## src/rtl/ssd_scan_ctrl.sv

```systemverilog
`default_nettype none
// ============================================================================
// Module      : ssd_scan_ctrl
// Description : Time-multiplexed scan controller for a common-anode 7-segment
//               display, sharing one external hex decoder across all digits.
//               Optional build macro: SSD_LEADING_ZERO_BLANK_EN
// Revision    : 1.0 - initial release
// ============================================================================
module ssd_scan_ctrl #(
    parameter int NUM_DIGITS  = 4,
    parameter int REFRESH_DIV = 50000,
    parameter int DEAD_CYCLES = 2
) (
    input  logic                          clk,
    input  logic                          rst,
    input  logic [4*NUM_DIGITS-1:0]       digits_in,
    input  logic                          load,
    input  logic [NUM_DIGITS-1:0]         blank_mask,
    output logic [3:0]                    nib_out,
    input  logic [6:0]                    seg_in,
    output logic [6:0]                    seg_out,
    output logic [NUM_DIGITS-1:0]         an_out,
    output logic [$clog2(NUM_DIGITS)-1:0] digit_idx,
    output logic                          frame_done
);

    localparam int IDX_W   = $clog2(NUM_DIGITS);
    localparam int CNT_MAX = (REFRESH_DIV > DEAD_CYCLES) ? REFRESH_DIV : DEAD_CYCLES;
    localparam int CNT_W   = (CNT_MAX > 1) ? $clog2(CNT_MAX) : 1;

    localparam logic [0:0]            c_st_gap   = 1'b0;
    localparam logic [0:0]            c_st_on    = 1'b1;
    localparam logic [CNT_W-1:0]      c_gap_last = CNT_W'(DEAD_CYCLES - 1);
    localparam logic [CNT_W-1:0]      c_on_last  = CNT_W'(REFRESH_DIV - 1);
    localparam logic [IDX_W-1:0]      c_idx_last = IDX_W'(NUM_DIGITS - 1);
    localparam logic [6:0]            c_seg_off  = 7'h7F;
    localparam logic [NUM_DIGITS-1:0] c_an_off   = {NUM_DIGITS{1'b1}};
    localparam logic [NUM_DIGITS-1:0] c_an_one   = NUM_DIGITS'(1);

    logic [0:0]              r_state;
    logic [0:0]              w_state_nxt;
    logic                    w_phase_end;
    logic                    w_enter_gap;
    logic                    w_wrap;
    logic [CNT_W-1:0]        r_cnt;
    logic [IDX_W-1:0]        r_idx;
    logic [4*NUM_DIGITS-1:0] r_shadow;
    logic [4*NUM_DIGITS-1:0] r_active;
    logic [6:0]              r_seg;
    logic [NUM_DIGITS-1:0]   r_an;
    logic                    r_frame_done;
    logic [NUM_DIGITS-1:0]   w_lz_blank;
    logic                    w_blank;
    logic [6:0]              w_seg_nxt;
    logic [NUM_DIGITS-1:0]   w_an_nxt;

    // ------------------------------------------------------------------
    // FSM: state register
    // ------------------------------------------------------------------
    always_ff @(posedge clk) begin
        if (rst) begin
            r_state <= c_st_gap;
        end else begin
            r_state <= w_state_nxt;
        end
    end

    // ------------------------------------------------------------------
    // FSM: next-state logic
    // ------------------------------------------------------------------
    always_comb begin
        w_state_nxt = r_state;
        w_phase_end = 1'b0;
        case (r_state)
            c_st_gap: begin
                if (r_cnt == c_gap_last) begin
                    w_phase_end = 1'b1;
                    w_state_nxt = c_st_on;
                end
            end
            c_st_on: begin
                if (r_cnt == c_on_last) begin
                    w_phase_end = 1'b1;
                    w_state_nxt = c_st_gap;
                end
            end
            default: begin
                w_state_nxt = c_st_gap;
            end
        endcase
    end

    assign w_enter_gap = (r_state == c_st_on) && w_phase_end;
    assign w_wrap      = w_enter_gap && (r_idx == c_idx_last);

    // Leading-zero suppression looks at the displayed (active) value only
`ifdef SSD_LEADING_ZERO_BLANK_EN
    for (genvar gi = 0; gi < NUM_DIGITS; gi++) begin : g_lz
        if (gi == 0) begin : g_units
            assign w_lz_blank[gi] = 1'b0;
        end else begin : g_upper
            assign w_lz_blank[gi] = (r_active[4*NUM_DIGITS-1:4*gi] == '0);
        end
    end
`else
    assign w_lz_blank = '0;
`endif

    assign w_blank = blank_mask[r_idx] | w_lz_blank[r_idx];

    // ------------------------------------------------------------------
    // FSM: output logic
    // Decoded from the next state so the pins line up with the phase:
    // r_idx is already the new digit on the GAP->ON edge, and seg_in has
    // been settling on that digit for the whole gap.
    // ------------------------------------------------------------------
    always_comb begin
        w_seg_nxt = c_seg_off;
        w_an_nxt  = c_an_off;
        if ((w_state_nxt == c_st_on) && !w_blank) begin
            w_seg_nxt = seg_in;
            w_an_nxt  = ~(c_an_one << r_idx);
        end
    end

    // ------------------------------------------------------------------
    // Datapath and output registers
    // ------------------------------------------------------------------
    always_ff @(posedge clk) begin
        if (rst) begin
            r_cnt        <= '0;
            r_idx        <= '0;
            r_shadow     <= '0;
            r_active     <= '0;
            r_seg        <= c_seg_off;
            r_an         <= c_an_off;
            r_frame_done <= 1'b0;
        end else begin
            r_cnt        <= w_phase_end ? '0 : r_cnt + CNT_W'(1);
            r_seg        <= w_seg_nxt;
            r_an         <= w_an_nxt;
            r_frame_done <= w_wrap;
            if (w_enter_gap) begin
                r_idx <= w_wrap ? '0 : r_idx + IDX_W'(1);
            end
            // active samples the old shadow, so a coincident load waits a frame
            if (w_wrap) begin
                r_active <= r_shadow;
            end
            if (load) begin
                r_shadow <= digits_in;
            end
        end
    end

    assign nib_out    = r_active[{r_idx, 2'b00} +: 4];
    assign seg_out    = r_seg;
    assign an_out     = r_an;
    assign digit_idx  = r_idx;
    assign frame_done = r_frame_done;

endmodule
`default_nettype wire

```

## config.mk

```make
export PLATFORM = sky130hd
export DESIGN_NAME = ssd_scan_ctrl
export DESIGN_NICKNAME = d
export VERILOG_FILES = /design/src/rtl/ssd_scan_ctrl.sv
export SDC_FILE = /design/constraint.sdc
export NUM_CORES = 1
export LEC_CHECK = 0
export BUFFER_PORTS_ARGS = -buffer_cell sky130_fd_sc_hd__buf_4
export CAP_MARGIN = 20
export CORE_MARGIN = 5
export CORE_UTILIZATION = 50
export CTS_CLUSTER_DIAMETER = 40
export DETAILED_ROUTE_END_ITERATION = 12
export MAX_ROUTING_LAYER = met4
export PLACE_DENSITY_LB_ADDON = 0.25
export SLEW_MARGIN = 30
export SYNTH_ARGS = -nofsm -noshare
export SYNTH_HDL_FRONTEND = slang
export SYNTH_SLANG_ARGS = --single-unit
```

## constraint.sdc

```tcl
create_clock -name clk -period 2.3 [get_ports clk]
set_input_delay 0.46 -clock clk [delete_from_list [all_inputs] [get_ports clk]]
set_output_delay 0.46 -clock clk [all_outputs]
set_load 0.01 [all_outputs]
```

==> impl_metrics.toml <==
[die]
die_w_um = 82.7
fp.dieArea_mm2 = 0.00684
floorplan.io_pins = 48
core-area_mm2 = 0.00511
rows = 26
start_util_pct = 51.7
die_h_um = 82.7

[clocking]
clockBufferDepth = 2
numCtsBuffers = 9
cts_tree = "done"
cts_max_level = 3
worstSkewPairLatency_ns = 0.33
cts.sinks = 63
hold_buffers = 0
clock-root-buffer = "clkbuf_8"
postCtsSetupBuffers = 0
cts.clk_slew.worst_paths_ns = 0.06
post_cts_resized = 0

[power]
ir_drop_uv = 318
total_power_w = 0.00213
p_leak_nw = 1.25
power.density_mw_per_mm2 = 677

[global_route]
overflow = 0
grt_pass1_wl_mm = 7.95
grt_usage_pct = 15.8
grt_antenna_before_repair = 0
first_global_vias = 1792
grt_max_degree = 34

[sta]
grt_setup_unrepaired = "no"
fin_crit_ns = 2.18
finalSetupViolations = 0
tns_ns = 0
worst_slew_pin_slew_ns = 0.521
final-max-slew-violation-count = 0
hold_viol = 0
fin_skew_ns = 0.00522
slew_headroom_pct = 65.2
fmax_mhz = 459
post-route-period-util_pct = 94.6
setup_slack_ns = 0.124

[synth]
ys_top_cells_by_area = "dfxtp_1 48%, mux2i_1 12%, nand2_1 6.1%"
synth_xor_area_share_pct = 3.98
synth_top_family_by_area = "simple AND/OR/NAND/NOR gates"
synth-seq-area-share_pct = 47.7
synth-warning-count = 0
ys.flop_type = "dfxtp_1"
synth-simple-area-share_pct = 21.7
synth_top_cell_area_share_pct = 47.7
synth_cell_types = 36
syn_area_mm2 = 0.00264
synth_compound_area_share_pct = 2.79
synth-async-reset-ratio_pct = 0
synth_top_area_cell = "dfxtp_1"
muxShareOfSynthArea_pct = 16.4
syn_avg_cell_area_um2 = 9.90
synthAdderAreaFrac_pct = 2.84
synth_enable_flop_cells = 0
yosys_register_bits = 63
syn_inst = 267
synth_fp_nets = 303

[finish]
fill_cells = 451
stdcell_count = 386
fin_nets = 349
num_antenna_cells = 0
finish.utilization_pct = 61.7
area_delta_synth_final_pct = 19.3
drive_gt1_share_pct = 23.1

[setup_path]
r2r_slack_ns = 0.42
cp.arrival_ns = 1.72
worst-path-stages = 2
path_buf_inv = 1
cp_slowest_cell = "dfxtp_1"
critPathTopFamily = "flip-flops"
crit_chain = "mux4_2, buf_4"
start_kind = "flop"
worstPathMaxFanout = 11
max_stage_delay_ns = 0.65
crit_type = "flop to output port"
worstPathRequired_ns = 1.84
ff2ff_path_depth = 5
critPathCaptureType = "output port"

[placed_design]
dp.final_hpwl_mm = 3.48
routabilityCongestion = 0.832
placed_cells = 372
dp_slack_ns = 0.431
io_buffers = 47

[route]
wl_met1_mm = 2.45
met2WireLength_mm = 2.12
drc_errors = 0
wl_met3_um = 284
ant_nets = 0
highest_layer = "met4"
via_count = 1914
drt-initial-drc-count = 89
viasPerCell = 4.96
routedWlPerCell_um = 12.8
dr.pass1.iters = 4
postRouteWirelength_mm = 4.94

[run_status]
outcome = "finished, final reports clean"

[worst_hold_path]
hold_class = "input pin to flop"
hold_path_depth = 3

[run]
cap_violations = 0
## report_power, final
part           total (W)  switching, W  internal, W  leakage [nW]
sequential       0.00117     0.0000310      0.00114         0.512
combinational   0.000213      0.000110     0.000103         0.658
clock           0.000754      0.000378     0.000376        0.0761
## flip-flops by register name, indices dropped and copies added (netlist names)
name / flops
r_active: 16
r_cnt: 16
r_shadow: 16
seg_out: 7
an_out: 4
digit_idx: 2
frame_done: 1
r_state: 1
## cell usage after synthesis, types with 2 or more instances
master	n
mux4_2	5
buf_12	2
nor3_1	2
xor2_1	9
nand2_1	43
inv_1	5
or4_1	2
mux2i_1	32
clkbuf_1	7
and3_1	2
ha_1	6
a21oi_1	4
o21ai_0	3
nand3b_1	4
and4_1	5
dfxtp_1	63
nand3_1	9
nand4_1	5
xnor2_1	3
buf_2	4
nor2_1	37
## layout by cell type (no fill, tap or decap), types with 6 or more instances in the layout
cell and count:
dfxtp_1 63, buf_4 50, nand2_1 43, nor2_1 37
mux2i_1 32, nand3_1 9, xor2_1 9, clkbuf_8 9
ha_1 6
## cell type report
type                    count  area (µm²)  share of cell area, %
clock buffers              12         135                   4.29
well taps                  70        87.6                   2.78
flip-flops and latches     63        1260                   40.0
clock inverters             2        10.0                  0.317
multi-input cells         183        1260                   40.0
inverters                   6        22.5                  0.714
repair buffers             50         375                   11.9
## tightest hold or removal path: cells and delay by family
family        cells  cell delay [ns]
buf+inv           1             0.08
simple gates      2             0.08
## final timing paths
| kind | from | endpoint |
|---|---|---|
| setup / recovery | digit_idx[0] | nib_out[2] |
| setup reg to reg | r_cnt[0] | r_active[15] |
| hold / removal | seg_in[2] | seg_out[2] |
| hold reg to reg | r_active[14] | r_active[14] |
## layer usage
| layer | up-vias | track usage, % |
|---|---|---|
| met3 | 8 | 4.88 |
| met4 | 0 | 7.19 |
| li1 | 996 | - |
| met5 | - | - |
| met1 | 872 | 20.2 |
| met2 | 38 | 22.9 |
## metrics by stage
step / instance area (µm²) / hold slack, ns
2_1_floorplan: 2640 / 0.432
6_report: 3150 / 0.313
4_1_cts: 3150 / 0.302
3_5_place_dp: 3010 / 0.446
5_1_grt: 3150 / 0.301
3_3_place_gp: 3010 / 0.442
## cell families (layout without fill, tap and decap cells)
group | count (synthesis) | after routing
AO/OA/AOI/OAI | 10 | 10
XOR/XNOR | 12 | 12
adder cells (fa/ha/maj) | 6 | 6
buffers and inverters | 21 | 70
flip-flops | 63 | 63
multiplexers | 37 | 37
AND/OR/NAND/NOR | 118 | 118
Power figures use the tool's default switching activity.
